--- config.mk ---
export PLATFORM = sky130hd
export DESIGN_NAME = uart_tx_arbiter_flat
export DESIGN_NICKNAME = d
export VERILOG_FILES = /design/src/rtl/uart_arb_pkg.sv /design/src/rtl/uart_tx_arbiter_if.sv /design/src/rtl/uart_tx_arbiter.sv /design/src/flat_wrapper.sv
export SDC_FILE = /design/constraint.sdc
export NUM_CORES = 1
export LEC_CHECK = 0
export CORE_ASPECT_RATIO = 1.5
export CORE_MARGIN = 8
export CORE_UTILIZATION = 40
export DETAILED_ROUTE_END_ITERATION = 8
export PLACE_DENSITY = 0.75
export SYNTH_ARGS = -nofsm -noshare
export SYNTH_HDL_FRONTEND = slang
export SYNTH_SLANG_ARGS = --single-unit
--- constraint.sdc ---
create_clock -name clk -period 1.9 [get_ports clk]
set_input_delay 0.285 -clock clk [delete_from_list [all_inputs] [get_ports clk]]
set_output_delay 0.285 -clock clk [all_outputs]
set_load 0.02 [all_outputs]
--- src/rtl/uart_arb_pkg.sv ---
// Shared types and constants for the UART transmit arbiter.
// Owner indices double as requester port numbers (0 = CPU MMIO, 1 = debug streamer).
package uart_arb_pkg;

    typedef enum logic [1:0] {
        ST_IDLE = 2'd0,
        ST_OWN0 = 2'd1,
        ST_OWN1 = 2'd2
    } arb_state_e;

    localparam logic OWNER_CPU = 1'b0;
    localparam logic OWNER_DBG = 1'b1;

    function automatic logic [1:0] state_grant(input arb_state_e s);
        case (s)
            ST_OWN0: return 2'b01;
            ST_OWN1: return 2'b10;
            default: return 2'b00;
        endcase
    endfunction

endpackage

--- src/rtl/uart_tx_arbiter_if.sv ---
// Byte-stream bundle between the two requesters, the arbiter and the UART transmitter.
// The master modport is the surrounding system; the slave modport is the arbiter.
interface uart_tx_arbiter_if;

    logic [7:0] req0_data;
    logic       req0_valid;
    logic       req0_last;
    logic       req0_ready;

    logic [7:0] req1_data;
    logic       req1_valid;
    logic       req1_last;
    logic       req1_ready;

    logic [7:0] tx_data;
    logic       tx_valid;
    logic       tx_ready;

    logic [1:0] grant;
    logic       busy;

    modport master (
        output req0_data, req0_valid, req0_last,
        input  req0_ready,
        output req1_data, req1_valid, req1_last,
        input  req1_ready,
        input  tx_data, tx_valid,
        output tx_ready,
        input  grant, busy
    );

    modport slave (
        input  req0_data, req0_valid, req0_last,
        output req0_ready,
        input  req1_data, req1_valid, req1_last,
        output req1_ready,
        output tx_data, tx_valid,
        input  tx_ready,
        output grant, busy
    );

endinterface

--- src/rtl/uart_tx_arbiter.sv ---
// Two-requester round-robin arbiter in front of the UART transmitter, with packet,
// burst-length and stall-timeout release. Data path is combinational from the owner.
module uart_tx_arbiter
    import uart_arb_pkg::*;
#(
    parameter int MAX_BURST    = 16,
    parameter int IDLE_TIMEOUT = 1024
) (
    input  logic             clk,
    input  logic             rst,
    uart_tx_arbiter_if.slave bus
);

    localparam int BW = $clog2(MAX_BURST + 1);
    localparam int SW = $clog2(IDLE_TIMEOUT + 1);
    localparam logic [BW-1:0] BEAT_MAX  = BW'(MAX_BURST);
    localparam logic [BW-1:0] BEAT_ONE  = BW'(1);
    localparam logic [SW-1:0] STALL_MAX = SW'(IDLE_TIMEOUT);
    localparam logic [SW-1:0] STALL_ONE = SW'(1);

    arb_state_e    state_q, state_d;
    logic          rr_ptr_q, rr_ptr_d;
    logic [BW-1:0] beat_q, beat_d, beat_inc;
    logic [SW-1:0] stall_q, stall_d, stall_inc;

    logic [7:0] req_data [2];
    logic [1:0] req_valid;
    logic [1:0] req_last;
    logic [1:0] req_ready;

    logic owned;
    logic owner;
    logic own_valid;
    logic own_last;
    logic xfer;

    assign req_data[0] = bus.req0_data;
    assign req_data[1] = bus.req1_data;
    assign req_valid   = {bus.req1_valid, bus.req0_valid};
    assign req_last    = {bus.req1_last,  bus.req0_last};

    // Outputs are forced quiet while rst is high so an aborted packet moves no byte.
    assign owned     = !rst && ((state_q == ST_OWN0) || (state_q == ST_OWN1));
    assign owner     = (state_q == ST_OWN1) ? OWNER_DBG : OWNER_CPU;
    assign own_valid = owned && req_valid[owner];
    assign own_last  = req_last[owner];
    assign xfer      = own_valid && bus.tx_ready;

    assign beat_inc  = beat_q + BEAT_ONE;
    assign stall_inc = stall_q + STALL_ONE;

    generate
        for (genvar gi = 0; gi < 2; gi++) begin : g_ready
            assign req_ready[gi] = owned && (owner == 1'(gi)) && bus.tx_ready;
        end
    endgenerate

    assign bus.req0_ready = req_ready[0];
    assign bus.req1_ready = req_ready[1];
    assign bus.tx_data    = owned ? req_data[owner] : 8'h00;
    assign bus.tx_valid   = own_valid;
    assign bus.grant      = owned ? state_grant(state_q) : 2'b00;
    assign bus.busy       = owned;

    always_comb begin
        state_d  = state_q;
        rr_ptr_d = rr_ptr_q;
        beat_d   = beat_q;
        stall_d  = stall_q;
        case (state_q)
            ST_IDLE: begin
                beat_d  = '0;
                stall_d = '0;
                if (req_valid[0] && req_valid[1]) begin
                    state_d = rr_ptr_q ? ST_OWN1 : ST_OWN0;
                end else if (req_valid[0]) begin
                    state_d = ST_OWN0;
                end else if (req_valid[1]) begin
                    state_d = ST_OWN1;
                end
            end
            ST_OWN0, ST_OWN1: begin
                if (xfer && (beat_q != BEAT_MAX)) begin
                    beat_d = beat_inc;
                end
                if (own_valid) begin
                    stall_d = '0;
                end else if (stall_q != STALL_MAX) begin
                    stall_d = stall_inc;
                end
                // Any release hands priority to the other requester and always passes through IDLE.
                if ((xfer && (own_last || (beat_inc == BEAT_MAX))) ||
                    (!own_valid && (stall_inc == STALL_MAX))) begin
                    state_d  = ST_IDLE;
                    rr_ptr_d = ~owner;
                    beat_d   = '0;
                    stall_d  = '0;
                end
            end
            default: begin
                state_d = ST_IDLE;
                beat_d  = '0;
                stall_d = '0;
            end
        endcase
    end

    always_ff @(posedge clk) begin
        if (rst) begin
            state_q  <= ST_IDLE;
            rr_ptr_q <= OWNER_CPU;
            beat_q   <= '0;
            stall_q  <= '0;
        end else begin
            state_q  <= state_d;
            rr_ptr_q <= rr_ptr_d;
            beat_q   <= beat_d;
            stall_q  <= stall_d;
        end
    end

endmodule
--- src/flat_wrapper.sv ---
// flat-port wrapper written by rule: the top's interface ports become plain ports
module uart_tx_arbiter_flat import uart_arb_pkg::*;
#(
    parameter int MAX_BURST    = 16,
    parameter int IDLE_TIMEOUT = 1024
)
  (clk, rst, bus_req0_data, bus_req0_valid, bus_req0_last, bus_req0_ready, bus_req1_data, bus_req1_valid, bus_req1_last, bus_req1_ready, bus_tx_data, bus_tx_valid, bus_tx_ready, bus_grant, bus_busy);
  uart_tx_arbiter_if bus_i ();
  input  logic clk;
  input  logic rst;
  input wire logic [$bits(bus_i.req0_data)-1:0] bus_req0_data;
  input wire logic [$bits(bus_i.req0_valid)-1:0] bus_req0_valid;
  input wire logic [$bits(bus_i.req0_last)-1:0] bus_req0_last;
  output wire logic [$bits(bus_i.req0_ready)-1:0] bus_req0_ready;
  input wire logic [$bits(bus_i.req1_data)-1:0] bus_req1_data;
  input wire logic [$bits(bus_i.req1_valid)-1:0] bus_req1_valid;
  input wire logic [$bits(bus_i.req1_last)-1:0] bus_req1_last;
  output wire logic [$bits(bus_i.req1_ready)-1:0] bus_req1_ready;
  output wire logic [$bits(bus_i.tx_data)-1:0] bus_tx_data;
  output wire logic [$bits(bus_i.tx_valid)-1:0] bus_tx_valid;
  input wire logic [$bits(bus_i.tx_ready)-1:0] bus_tx_ready;
  output wire logic [$bits(bus_i.grant)-1:0] bus_grant;
  output wire logic [$bits(bus_i.busy)-1:0] bus_busy;
  assign bus_i.req0_data = bus_req0_data;
  assign bus_i.req0_valid = bus_req0_valid;
  assign bus_i.req0_last = bus_req0_last;
  assign bus_req0_ready = bus_i.req0_ready;
  assign bus_i.req1_data = bus_req1_data;
  assign bus_i.req1_valid = bus_req1_valid;
  assign bus_i.req1_last = bus_req1_last;
  assign bus_req1_ready = bus_i.req1_ready;
  assign bus_tx_data = bus_i.tx_data;
  assign bus_tx_valid = bus_i.tx_valid;
  assign bus_i.tx_ready = bus_tx_ready;
  assign bus_grant = bus_i.grant;
  assign bus_busy = bus_i.busy;
  uart_tx_arbiter #(.MAX_BURST(MAX_BURST), .IDLE_TIMEOUT(IDLE_TIMEOUT)) u_core (.clk(clk), .rst(rst), .bus(bus_i));
endmodule
## Word level (Yosys, flattened, before mapping)

Cells that the tools add are included.

- Add/sub/neg operators: 2
- $lt $le $gt $ge: 2
- Equality and inequality tests: 8
- Muxes and demuxes: 17
- Bitwise logic cells: 3
- Reduce and logical (&&, ||, !) cells: 22

Operator list:

| kind | count |
|---|---|
| 8-bit 2-to-1 mux | 4 |
| 2-bit 2-to-1 mux | 6 |
| 11-bit by 1-bit adder with 11-bit output (second input constant) | 1 |
| 11-bit equality test (second input constant) | 1 |
| 1-bit logical AND | 11 |
| 11-bit inequality test (second input constant) | 1 |
| 2-bit one-hot mux with 2 select lines | 2 |
| 5-bit by 1-bit adder with 5-bit output (second input constant) | 1 |
| 5-bit equality test (second input constant) | 1 |
| 1-bit 2-to-1 mux | 5 |
| 5-bit inequality test (second input constant) | 1 |
| 4-bit by 3-bit inequality test with 1-bit output (second input constant) | 1 |
| 2-bit AND reduction | 2 |
| 4-bit OR reduction | 1 |
| 1-bit logical OR | 3 |
| 3-bit OR reduction | 1 |
| 2-bit by 1-bit equality test with 1-bit output (second input constant) | 1 |
| 2-bit equality test (second input constant) | 1 |
| 2-bit >= comparator (second input constant) | 1 |
| 1-bit logical NOT | 2 |
| 2-bit logical NOT | 1 |
| 1-bit by 2-bit < comparator with 1-bit output (second input constant) | 1 |
| 2-bit by 1-bit inequality test with 1-bit output (second input constant) | 1 |
| 1-bit inverter | 2 |
| other kinds (2) | 2 |

- Flip-flop bits (word level): 19
- Bits of input ports: 23
- Output and inout bits: 14
- Word-level logic and storage cells: 58

## Depth between registers and ports, before layout

Gate-level depths: netlist (run 1).

- Word-level depth: 10
- Depth in mapped cells: 9
- Gate-level depth less buffers: 9

## Worst setup path after synthesis (run 1)

No wires, ideal clock.

- Path kind: flip-flop to flip-flop
- Start point: reg u_core.stall_q[0]
- End point: reg u_core.rr_ptr_q
- Setup time: 79 ps
- Data arrival time: 1899 ps
- Path slack: -79 ps
- Cell stages (with the launch flop): 9
- Path buffers: 1
- Clock period less this slack: 1979 ps
- Cell sequence: dfxtp_1 -> ha_1 -> buf_2 -> xnor2_1 -> o211ai_1 -> nor4b_2 -> o211ai_2 -> a21bo_1 -> a211oi_2

- Word-level cells in the longest chain between the ends: 5

RTL lines:

| item | RTL line | source |
|---|---|---|
| start: declaration | uart_tx_arbiter.sv:24 | `logic [SW-1:0] stall_q, stall_d, stall_inc;` |
| start signal: assignment | uart_tx_arbiter.sv:118 | `stall_q <= stall_d;` |
| 11-bit by 1-bit adder with 11-bit output | uart_tx_arbiter.sv:50 | `assign stall_inc = stall_q + STALL_ONE;` |
| 11-bit equality test | uart_tx_arbiter.sv:93 | `(!own_valid && (stall_inc == STALL_MAX))) begin` |
| 1-bit logical AND | uart_tx_arbiter.sv:93 |  |
| 1-bit logical OR | uart_tx_arbiter.sv:92 | `if ((xfer && (own_last \|\| (beat_inc == BEAT_MAX))) \|\|` |
| 2-bit AND reduction (no source line) | - |  |
| end signal: assignment | uart_tx_arbiter.sv:116 | `rr_ptr_q <= rr_ptr_d;` |
| end: declaration | uart_tx_arbiter.sv:22 | `logic rr_ptr_q, rr_ptr_d;` |

No other way between the ends.
A chain may end at the register's enable or synchronous reset.

## Final worst setup path (run 1)

- Start point: reg u_core.state_q[1]
- End point: reg u_core.rr_ptr_q

- Word-level cells in the longest chain between the ends: 9
- Elaborated cells on any way between the ends: 19

RTL lines:

| item | RTL line | source |
|---|---|---|
| start: declaration | uart_tx_arbiter.sv:21 | `arb_state_e state_q, state_d;` |
| start signal: assignment | uart_tx_arbiter.sv:115 | `state_q <= state_d;` |
| 2-bit equality test | uart_tx_arbiter.sv:43, uart_tx_arbiter.sv:44, uart_tx_arbiter.sv:70 |  |
| 1-bit 2-to-1 mux | uart_tx_arbiter.sv:44 | `assign owner = (state_q == ST_OWN1) ? OWNER_DBG : OWNER_CPU;` |
| 1-bit 2-to-1 mux (implied by the code) (2 in a row) | uart_tx_arbiter.sv:45 | `assign own_valid = owned && req_valid[owner];` |
| 1-bit logical AND | uart_tx_arbiter.sv:45 |  |
| 1-bit logical AND / 1-bit logical NOT (equally long branches) | uart_tx_arbiter.sv:47, uart_tx_arbiter.sv:93 |  |
| 1-bit logical AND, on equally long branches | uart_tx_arbiter.sv:92, uart_tx_arbiter.sv:93 |  |
| 1-bit logical OR | uart_tx_arbiter.sv:92 |  |
| 2-bit AND reduction (no source line) | - |  |

Several ways; a longest one is shown, not always the timed one. The select of a mux whose other input is x is not followed.

==> impl_metrics.py, run 1 <==
metrics = {
    "sta": {
        "fmax_mhz": 513,
        "setup_repair_after_global_routing_missed_its_margin": "true",
        "period_needed_ns": 1.95,
        "worst_setup_slack_final_ns": -0.0489,
        "finalHoldViolations": 0,
        "fin_crit_sh": 1.03,
        "clock_skew_ns": 0.00181,
        "setup_violations": 9,
        "timing_worst_slew_pin_value_ns": 0.461,
        "final-max-slew-violation-count": 0,
        "maxSlewHeadroom": 0.693,
    },
    "die": {
        "floorplan.die.height_um": 88.4,
        "initial_core_util": 0.413,
        "fp.dieW_um": 64.3,
        "rows": 26,
        "core_area_um2": 3380,
        "ioPinCount": 37,
        "die-area_um2": 5680,
    },
    "layout": {
        "finalNonFillerCells": 279,
        "final_layout_size_suffix_gt1_frac": 0.354,
        "layout_area_growth_over_synthesis_pct": 57.9,
        "n_antenna_cell": 0,
        "finish.net_count": 270,
    },
    "outcome": {
        "run_status": "complete, but fails checks",
        "violations_in_the_final_reports": "negative setup slack",
    },
    "synthesis": {
        "synth_simple_gate_area_frac": 0.275,
        "largest_family_of_logic_cells_by_synthesized_area": "simple AND/OR/NAND/NOR gates",
        "yosys_reg_bits": 19,
        "syn_nets": 203,
        "synth-edff-count": 0,
        "netlist_area_um2": 1400,
        "synth_xor_area_frac": 0.0939,
        "synth.top_cell.area_share": 0.272,
        "post_synth.cell_area_avg_um2": 8.18,
        "synth_adder_area_share": 0.0805,
        "netlist_instances": 171,
        "yosysWarnings": 0,
        "post_synth_num_cell_types": 42,
        "share_of_the_synthesized_area_in_compound_gates_ao_oa_aoi_oai": 0.127,
        "synth_largest_area_cell": "sky130_fd_sc_hd__dfxtp_1",
        "ys_dominant_reg_cell": "sky130_fd_sc_hd__dfxtp_1",
        "async_flop_share": 0,
        "synth.area.mux_share": 0.0966,
        "synth.area.top_cells": "sky130_fd_sc_hd__dfxtp_1 (27%), sky130_fd_sc_hd__ha_1 (8.1%), sky130_fd_sc_hd__nor2_1 (8.1%)",
        "yosysSeqAreaShare": 0.272,
    },
    "worst_setup_path": {
        "worst_setup_path_start_kind": "flip-flop",
        "worstPathRequired_ns": 2.08,
        "r2r_setup_slack_ns": -0.05,
        "peak_fanout_along_the_critical_path": 4,
        "cp.arrival_ns": 2.13,
        "end_kind": "flip-flop",
        "critical_setup_path_kind": "reg -> reg",
    },
    "power_and_ir_drop": {
        "leakage_dissipation_nw": 0.857,
        "power.share.clock": 0.245,
        "power_per_cell_area_nw_per_um2": 525,
        "seqPwrFrac": 0.362,
        "power.share.switching": 0.314,
        "p_int_mw": 0.796,
        "power.total_mw": 1.16,
        "total_switching_power_mw": 0.364,
        "comb_power_share": 0.393,
        "vdd_drop_max_uv": 323,
    },
    "clock_network": {
        "clock_sink_count": 19,
        "numCtsBuffers": 3,
        "clkLatencyLatePin_ns": 0.26,
        "path_clk_slew_ns": 0.07,
        "cts_hold_buffers": 0,
        "cts-root-buf": "sky130_fd_sc_hd__clkbuf_8",
        "cts_tree": "done",
        "cts_buffer_depth": 2,
        "cts.htree.levels": 1,
    },
    "placement": {
        "port_buffers": 36,
        "final_replace_weighted_congestion": 0.809,
        "numPlacedInstances": 270,
        "detailedPlace.worstSlack_ns": -0.197,
        "detailed_place_hpwl_mm": 2.86,
    },
    "detailed_routing": {
        "drcViolationCount": 0,
        "routed_wl_mm": 3.87,
        "dr.first_iter.drc_count": 33,
        "vias": 1455,
        "first_pass_iters": 4,
        "detail-route-antenna-nets": 0,
        "post_drt_via_cell_ratio": 5.22,
        "routedWlPerCell_um": 13.9,
    },
    "min_path": {
        "worstHoldPathType": "reg -> reg",
    },
    "global_routing": {
        "grt_pass1_wl_mm": 6.20,
        "first_global_vias": 1500,
        "gr-total-overflow": 0,
        "grtUsageTotal": 0.132,
        "initial_antenna_violation_count": 0,
        "grt_start_max_net_pins": 13,
    },
    "run": {
        "maxCapViolCount": 0,
    },
}
## registers in the layout (all words and copies together), names as in the netlist
name	cells
u_core.state_q	2
u_core.stall_q	11
u_core.beat_q	5
u_core.rr_ptr_q	1
## synthesized netlist by cell type, types with 3 or more instances
cell / count
sky130_fd_sc_hd__a21oi_1: 5
sky130_fd_sc_hd__and3_1: 3
sky130_fd_sc_hd__buf_2: 4
sky130_fd_sc_hd__dfxtp_1: 19
sky130_fd_sc_hd__ha_1: 9
sky130_fd_sc_hd__inv_1: 10
sky130_fd_sc_hd__mux2i_1: 9
sky130_fd_sc_hd__nand2_1: 10
sky130_fd_sc_hd__nand2b_1: 4
sky130_fd_sc_hd__nand3_1: 7
sky130_fd_sc_hd__nand4_1: 5
sky130_fd_sc_hd__nor2_1: 30
sky130_fd_sc_hd__nor3_1: 6
sky130_fd_sc_hd__xnor2_1: 6
sky130_fd_sc_hd__xor2_1: 9
## metal layers
layer | vias up | track usage | share of wire
met2 | 64 | 0.240 | 0.50
met3 | 8 | 0.0456 | 0.080
met4 | 0 | 0.0618 | 0.021
met5 | - | 0 | 0
li1 | 728 | - | -
met1 | 655 | 0.131 | 0.40
## kinds of logic after synthesis
| group | Yosys count |
|---|---|
| adder cells (fa/ha/maj) | 9 |
| XOR/XNOR | 15 |
| buffers and inverters | 17 |
| flip-flops | 19 |
| AND/OR/NAND/NOR | 76 |
| multiplexers | 12 |
| AO/OA/AOI/OAI | 23 |
## power by group through the flow
| stage | clock, mW | combinational (mW) | sequential [mW] |
|---|---|---|---|
| final | 0.284 | 0.456 | 0.420 |
| after global routing | 0.307 | 0.491 | 0.421 |
| after CTS | 0.288 | 0.396 | 0.415 |
| after detailed placement | 0 | 0.397 | 0.424 |
| after global placement | 0 | 0.395 | 0.423 |
| after floorplan | 0 | 0.189 | 0.427 |
## what timing repair did
| item | CTS | global route |
|---|---|---|
| setup endpoints to repair | 29 | 28 |
| pin swaps | 1 | 18 |
| resized for setup | 46 | 25 |
| gates cloned | 0 | 0 |
| setup buffers | 1 | 4 |
## cell usage in the layout (no fill, tap or decap), types with 2 or more instances in the layout
cell and count:
sky130_fd_sc_hd__clkdlybuf4s50_1 22, sky130_fd_sc_hd__inv_1 8, sky130_fd_sc_hd__nand2b_1 3, sky130_fd_sc_hd__and3_1 2
sky130_fd_sc_hd__nor2_1 25, sky130_fd_sc_hd__clkbuf_8 3, sky130_fd_sc_hd__nand4_1 5, sky130_fd_sc_hd__ha_1 6
sky130_fd_sc_hd__mux2i_1 9, sky130_fd_sc_hd__nor2_2 5, sky130_fd_sc_hd__a21oi_1 4, sky130_fd_sc_hd__a211oi_1 2
sky130_fd_sc_hd__dfxtp_1 14, sky130_fd_sc_hd__ha_4 2, sky130_fd_sc_hd__nor4_1 2, sky130_fd_sc_hd__buf_2 3
sky130_fd_sc_hd__clkdlybuf4s15_2 10, sky130_fd_sc_hd__xnor2_1 5, sky130_fd_sc_hd__nand3_1 6, sky130_fd_sc_hd__nand2_1 10
sky130_fd_sc_hd__buf_6 3, sky130_fd_sc_hd__nand3_4 3, sky130_fd_sc_hd__nor3_1 6, sky130_fd_sc_hd__xor2_1 9
sky130_fd_sc_hd__buf_4 30, sky130_fd_sc_hd__mux2_2 2, sky130_fd_sc_hd__a21o_1 2, sky130_fd_sc_hd__dfxtp_2 5
sky130_fd_sc_hd__o2bb2ai_2 2
## final timing paths
check                                        to  cells past startpoint         startpoint
worst max-delay path            u_core.rr_ptr_q                      8  u_core.state_q[1]
worst min-delay path            u_core.rr_ptr_q                      2    u_core.rr_ptr_q
worst max register to register  u_core.rr_ptr_q                      8  u_core.state_q[1]
worst min register to register  u_core.rr_ptr_q                      2    u_core.rr_ptr_q
## layout make-up
cell class | count | area, µm²
clock inverter | 1 | 5.00
inverter | 10 | 40.0
multi-input combinational | 135 | 1060
sequential | 19 | 387
clock buffer | 3 | 41.3
tap | 42 | 52.6
fill | 273 | 1170
timing repair buffer | 69 | 619
## stage by stage
stage	instance area, µm²	util	setup TNS [ns]	hold WS, ns
floorplan	1420	-	0	0.350
global placement	2000	0.591	-3.92	0.477
detailed placement	2000	0.591	-4.04	0.487
CTS	2070	0.611	-0.161	0.498
global route	2210	0.653	-2.20	0.542
finish	2210	0.653	-0.117	0.543
## worst max-delay path, stage by stage (launching register included)
cell	delay, ns
sky130_fd_sc_hd__dfxtp_2	0.34
sky130_fd_sc_hd__buf_6	0.10
sky130_fd_sc_hd__ha_4	0.17
sky130_fd_sc_hd__mux2i_4	0.23
sky130_fd_sc_hd__o211ai_1	0.12
sky130_fd_sc_hd__nor4b_2	0.29
sky130_fd_sc_hd__o211ai_2	0.20
sky130_fd_sc_hd__a21bo_1	0.22
sky130_fd_sc_hd__a211oi_2	0.19
Power figures use the tool's default switching activity.
==> run 2: changes to the inputs <==
Settings changed: CORE_UTILIZATION 40 to 44, PLACE_DENSITY 0.75 to 0.8.
==> impl_metrics.py, run 2 (same netlist as run 1, synthesis figures left out) <==
metrics = {
    "sta": {
        "fmax_mhz": 514,
        "clock_skew_ns": 0.00323,
        "fin_crit_sh": 1.02,
        "maxSlewHeadroom": 0.701,
        "final-max-slew-violation-count": 0,
        "finalHoldViolations": 0,
        "period_needed_ns": 1.95,
        "setup_violations": 8,
        "setup_repair_after_global_routing_missed_its_margin": "true",
        "timing_worst_slew_pin_value_ns": 0.446,
        "worst_setup_slack_final_ns": -0.0453,
    },
    "layout": {
        "layout.cells.most_common_list": "sky130_fd_sc_hd__buf_4 (31), sky130_fd_sc_hd__clkdlybuf4s50_1 (22), sky130_fd_sc_hd__nor2_1 (20)",
        "final_layout_size_suffix_gt1_frac": 0.346,
        "largest_reg_flops": 11,
        "finish.net_count": 270,
        "largest_register": "u_core.stall_q",
        "reg.largest.list": "u_core.stall_q: 11 flops, u_core.beat_q: 5 flops, u_core.state_q: 2 flops",
        "n_antenna_cell": 0,
        "finalNonFillerCells": 277,
        "finish.instance_area_um2": 2110,
        "fin_util": 0.683,
        "layout_area_growth_over_synthesis_pct": 51.2,
        "final_common_cell": "sky130_fd_sc_hd__buf_4",
    },
    "die": {
        "rows": 25,
        "fp.dieW_um": 62.0,
        "initial_core_util": 0.452,
        "ioPinCount": 37,
        "floorplan.die.height_um": 85.1,
        "core_area_um2": 3100,
        "die-area_um2": 5280,
    },
    "detailed_routing": {
        "first_pass_iters": 4,
        "routed_wl_mm": 3.77,
        "detail-route-antenna-nets": 0,
        "drcViolationCount": 0,
        "dr.first_iter.drc_count": 42,
        "routedWlPerCell_um": 13.6,
        "vias": 1464,
        "post_drt_via_cell_ratio": 5.29,
    },
    "worst_setup_path": {
        "worstPathRequired_ns": 2.05,
        "worst_setup_path_start_kind": "flip-flop",
        "critical_setup_path_kind": "reg -> reg",
        "cp.arrival_ns": 2.09,
        "worst_r2r_src": "u_core.state_q[1]",
        "end_kind": "flip-flop",
        "peak_fanout_along_the_critical_path": 5,
        "timing.critical_path.from": "u_core.state_q[1]",
    },
    "placement": {
        "placed_area_um2": 2010,
        "numPlacedInstances": 270,
        "detailed_place_hpwl_mm": 2.94,
        "final_replace_weighted_congestion": 0.854,
        "port_buffers": 36,
        "detailedPlace.worstSlack_ns": -0.210,
    },
    "clock_network": {
        "numCtsBuffers": 3,
        "cts_tree": "done",
        "cts_hold_buffers": 0,
        "clkLatencyLatePin_ns": 0.26,
        "cts.htree.levels": 1,
        "cts-root-buf": "sky130_fd_sc_hd__clkbuf_8",
        "clock_sink_count": 19,
        "path_clk_slew_ns": 0.08,
        "cts_buffer_depth": 2,
    },
    "power_and_ir_drop": {
        "total_switching_power_mw": 0.357,
        "power_per_cell_area_nw_per_um2": 537,
        "power.share.clock": 0.255,
        "comb_power_share": 0.376,
        "power.total_mw": 1.14,
        "vdd_drop_max_uv": 359,
        "power.share.switching": 0.314,
        "p_int_mw": 0.778,
        "seqPwrFrac": 0.369,
        "leakage_dissipation_nw": 0.845,
    },
    "outcome": {
        "violations_in_the_final_reports": "negative setup slack",
        "run_status": "complete, but fails checks",
    },
    "min_path": {
        "min_from": "u_core.rr_ptr_q",
        "worstHoldPathType": "reg -> reg",
    },
    "global_routing": {
        "first_global_vias": 1647,
        "grt_pass1_wl_mm": 6.60,
        "gr-total-overflow": 0,
        "grt_start_max_net_pins": 12,
        "grtUsageTotal": 0.158,
        "initial_antenna_violation_count": 0,
    },
    "run": {
        "maxCapViolCount": 0,
    },
}
## run 2: changes by cell type in the layout (fill, tap and decap cells not counted), moves of 2 or more
cell / before / now
sky130_fd_sc_hd__clkbuf_2: 0 / 12
sky130_fd_sc_hd__clkdlybuf4s15_2: 10 / 0
sky130_fd_sc_hd__nor2_1: 25 / 20
sky130_fd_sc_hd__nor2_2: 5 / 9
sky130_fd_sc_hd__buf_2: 3 / 0
sky130_fd_sc_hd__o2bb2ai_1: 0 / 2
sky130_fd_sc_hd__o2bb2ai_2: 2 / 0
## run 2: area by class of cell
class / instances / area (µm²)
inverters: 10 / 40.0
well taps: 40 / 50.0
clock inverters: 1 / 5.00
clock buffers: 3 / 41.3
multi-input cells: 135 / 1040
fillers: 247 / 982
flip-flops and latches: 19 / 387
repair buffers: 69 / 554
## run 2: path summary, 6_finish.rpt
check	slack (ns)	cells past startpoint	endpoint
hold / removal	0.50	2	u_core.rr_ptr_q
setup / recovery	-0.05	9	u_core.stall_q[2]
setup reg to reg	-0.05	9	u_core.stall_q[2]
hold reg to reg	0.50	2	u_core.rr_ptr_q
## run 2: worst max-delay path: stages, from the launching register on
cell and delay (ns):
sky130_fd_sc_hd__dfxtp_2 0.34, sky130_fd_sc_hd__buf_6 0.10, sky130_fd_sc_hd__ha_4 0.18, sky130_fd_sc_hd__mux2i_4 0.24
sky130_fd_sc_hd__o211ai_1 0.14, sky130_fd_sc_hd__nor4b_2 0.29, sky130_fd_sc_hd__o211ai_2 0.20, sky130_fd_sc_hd__buf_6 0.18
sky130_fd_sc_hd__nand3_4 0.12, sky130_fd_sc_hd__nor2_1 0.05
## run 2: metrics by stage
step | hold slack (ns) | TNS, ns
after floorplan | 0.350 | 0
after global placement | 0.470 | -4.57
after detailed placement | 0.486 | -5.00
after CTS | 0.499 | -0.809
after global routing | 0.529 | -1.56
final | 0.504 | -0.222
## run 2: power groups by stage
| stage | sequential, mW | clock (mW) | combinational, mW |
|---|---|---|---|
| 4_1_cts | 0.419 | 0.293 | 0.434 |
| 5_1_grt | 0.420 | 0.307 | 0.466 |
| 6_report | 0.419 | 0.289 | 0.427 |
| 3_5_place_dp | 0.424 | 0 | 0.401 |
| 3_3_place_gp | 0.423 | 0 | 0.398 |
| 2_1_floorplan | 0.427 | 0 | 0.189 |
## run 2: metal layers
metal / GRT usage / routed length, µm / up-vias
met2: 0.274 / 1950 / 54
met3: 0.0545 / 256 / 10
met1: 0.152 / 1430 / 675
li1: - / - / 725
met4: 0.0896 / 124 / 0
met5: 0 / 0 / -
## run 2: timing repair
action,4_1_cts,5_1_grt
resized for setup,36,29
pin swaps,21,4
setup buffers,3,0
setup endpoints to repair,30,32
==> run 3: changes to the inputs <==
Settings changed: CELL_PAD_IN_SITES_DETAIL_PLACEMENT set to 0, CELL_PAD_IN_SITES_GLOBAL_PLACEMENT set to 1, CORE_UTILIZATION 44 to 32.
==> impl_metrics.py, run 3 (same netlist as run 1, synthesis figures left out) <==
metrics = {
    "sta": {
        "fmax_mhz": 529,
        "setup_violations": 0,
        "worst_setup_slack_final_ns": 0.0107,
        "period_needed_ns": 1.89,
        "clock_skew_ns": 0.00472,
        "maxSlewHeadroom": 0.697,
        "finalHoldViolations": 0,
        "final-max-slew-violation-count": 0,
        "timing_worst_slew_pin_value_ns": 0.453,
        "fin_crit_sh": 0.994,
        "setup_repair_after_global_routing_missed_its_margin": "true",
    },
    "detailed_routing": {
        "post_drt_via_cell_ratio": 4.94,
        "routed_wl_mm": 3.62,
        "detail-route-antenna-nets": 0,
        "drcViolationCount": 0,
        "dr.first_iter.drc_count": 36,
        "routedWlPerCell_um": 12.7,
        "vias": 1413,
        "first_pass_iters": 4,
    },
    "global_routing": {
        "gr-total-overflow": 0,
        "grt_pass1_wl_mm": 6.17,
        "grtUsageTotal": 0.107,
        "grt_start_max_net_pins": 13,
        "first_global_vias": 1452,
        "initial_antenna_violation_count": 0,
    },
    "worst_setup_path": {
        "peak_fanout_along_the_critical_path": 4,
        "end_kind": "flip-flop",
        "critical_setup_path_kind": "reg -> reg",
        "reg2reg_depth": 9,
        "worstPathRequired_ns": 2.06,
        "cp.arrival_ns": 2.04,
        "worst_setup_path_start_kind": "flip-flop",
    },
    "die": {
        "rows": 29,
        "fp.dieW_um": 70.0,
        "ioPinCount": 37,
        "floorplan.die.height_um": 97.0,
        "die-area_um2": 6790,
        "core_area_um2": 4210,
        "initial_core_util": 0.332,
    },
    "layout": {
        "finish.net_count": 273,
        "finalNonFillerCells": 286,
        "layout_area_growth_over_synthesis_pct": 56.6,
        "largest_register": "u_core.stall_q",
        "final_common_cell": "sky130_fd_sc_hd__buf_4",
        "reg.largest.list": "u_core.stall_q: 11 flops, u_core.beat_q: 5 flops, u_core.state_q: 2 flops",
        "num-fill-cells": 405,
        "largest_reg_flops": 11,
        "layout.cells.most_common_list": "sky130_fd_sc_hd__buf_4 (33), sky130_fd_sc_hd__nor2_1 (29), sky130_fd_sc_hd__clkdlybuf4s50_1 (22)",
        "n_antenna_cell": 0,
        "finish.instance_area_um2": 2190,
        "final_layout_size_suffix_gt1_frac": 0.342,
    },
    "clock_network": {
        "clkLatencyLatePin_ns": 0.26,
        "numCtsBuffers": 3,
        "cts.htree.levels": 1,
        "path_clk_slew_ns": 0.07,
        "cts_hold_buffers": 0,
        "cts-root-buf": "sky130_fd_sc_hd__clkbuf_8",
        "cts_tree": "done",
        "cts_buffer_depth": 2,
        "clock_sink_count": 19,
    },
    "placement": {
        "numPlacedInstances": 279,
        "detailed_place_hpwl_mm": 2.97,
        "final_replace_weighted_congestion": 0.779,
        "placed_area_um2": 2040,
        "detailedPlace.worstSlack_ns": -0.216,
        "port_buffers": 36,
    },
    "power_and_ir_drop": {
        "power_per_cell_area_nw_per_um2": 523,
        "vdd_drop_max_uv": 281,
        "leakage_dissipation_nw": 0.864,
    },
    "min_path": {
        "timing.hold.worst_path_depth": 2,
        "worstHoldPathType": "reg -> reg",
    },
    "outcome": {
        "run_status": "complete, no violations",
    },
    "run": {
        "maxCapViolCount": 0,
    },
}
## run 3: final timing paths
path | start | endpoint | slack [ns]
min reg2reg | u_core.rr_ptr_q | u_core.rr_ptr_q | 0.50
min | u_core.rr_ptr_q | u_core.rr_ptr_q | 0.50
max | u_core.state_q[1] | u_core.rr_ptr_q | 0.01
max reg2reg | u_core.state_q[1] | u_core.rr_ptr_q | 0.01
## run 3: power by group
part           switching, mW  internal, mW
logic                  0.208         0.233
clock network          0.138         0.149
registers            0.00749         0.410
total                  0.353         0.793
## run 3: layout make-up
class	count	area [µm²]	share of cell area
timing repair buffer	72	607	0.277
multi-input combinational	135	1050	0.481
sequential	19	387	0.176
inverter	10	40.0	0.0183
clock buffer	4	45.0	0.0206
tap	46	57.6	0.0263
## run 3: critical path, cell delays in order (launching register included)
cell	delay [ns]
sky130_fd_sc_hd__dfxtp_2	0.34
sky130_fd_sc_hd__buf_6	0.09
sky130_fd_sc_hd__ha_4	0.17
sky130_fd_sc_hd__mux2i_4	0.23
sky130_fd_sc_hd__o211ai_1	0.11
sky130_fd_sc_hd__nor4b_2	0.29
sky130_fd_sc_hd__o211ai_2	0.19
sky130_fd_sc_hd__buf_4	0.19
sky130_fd_sc_hd__a21oi_2	0.12
sky130_fd_sc_hd__a211oi_2	0.05
## run 3: routing by layer
| metal | wire length, µm | vias to the layer above | share of wire | global-route usage |
|---|---|---|---|---|
| met5 | 0 | - | 0 | 0 |
| met4 | 83 | 0 | 0.023 | 0.0497 |
| met3 | 254 | 7 | 0.070 | 0.0389 |
| li1 | - | 731 | - | - |
| met2 | 1800 | 41 | 0.50 | 0.184 |
| met1 | 1490 | 634 | 0.41 | 0.112 |
## run 3: timing repair
item                                   4_1_cts  5_1_grt
pin swaps                                    1       15
endpoints found under the hold margin        0        0
setup endpoints to repair                   30       24
resized for setup                           50       23
setup buffers                                1        2
## run 3: through the flow
stage          hold WS (ns)  setup TNS (ns)  total power, mW  utilization
2_1_floorplan         0.350               0            0.616            -
3_3_place_gp          0.488           -3.67            0.823        0.485
3_5_place_dp          0.492           -4.56            0.824        0.485
4_1_cts               0.503         -0.0107             1.13        0.503
5_1_grt               0.515          -0.600             1.22        0.521
6_report              0.504               0             1.15        0.521
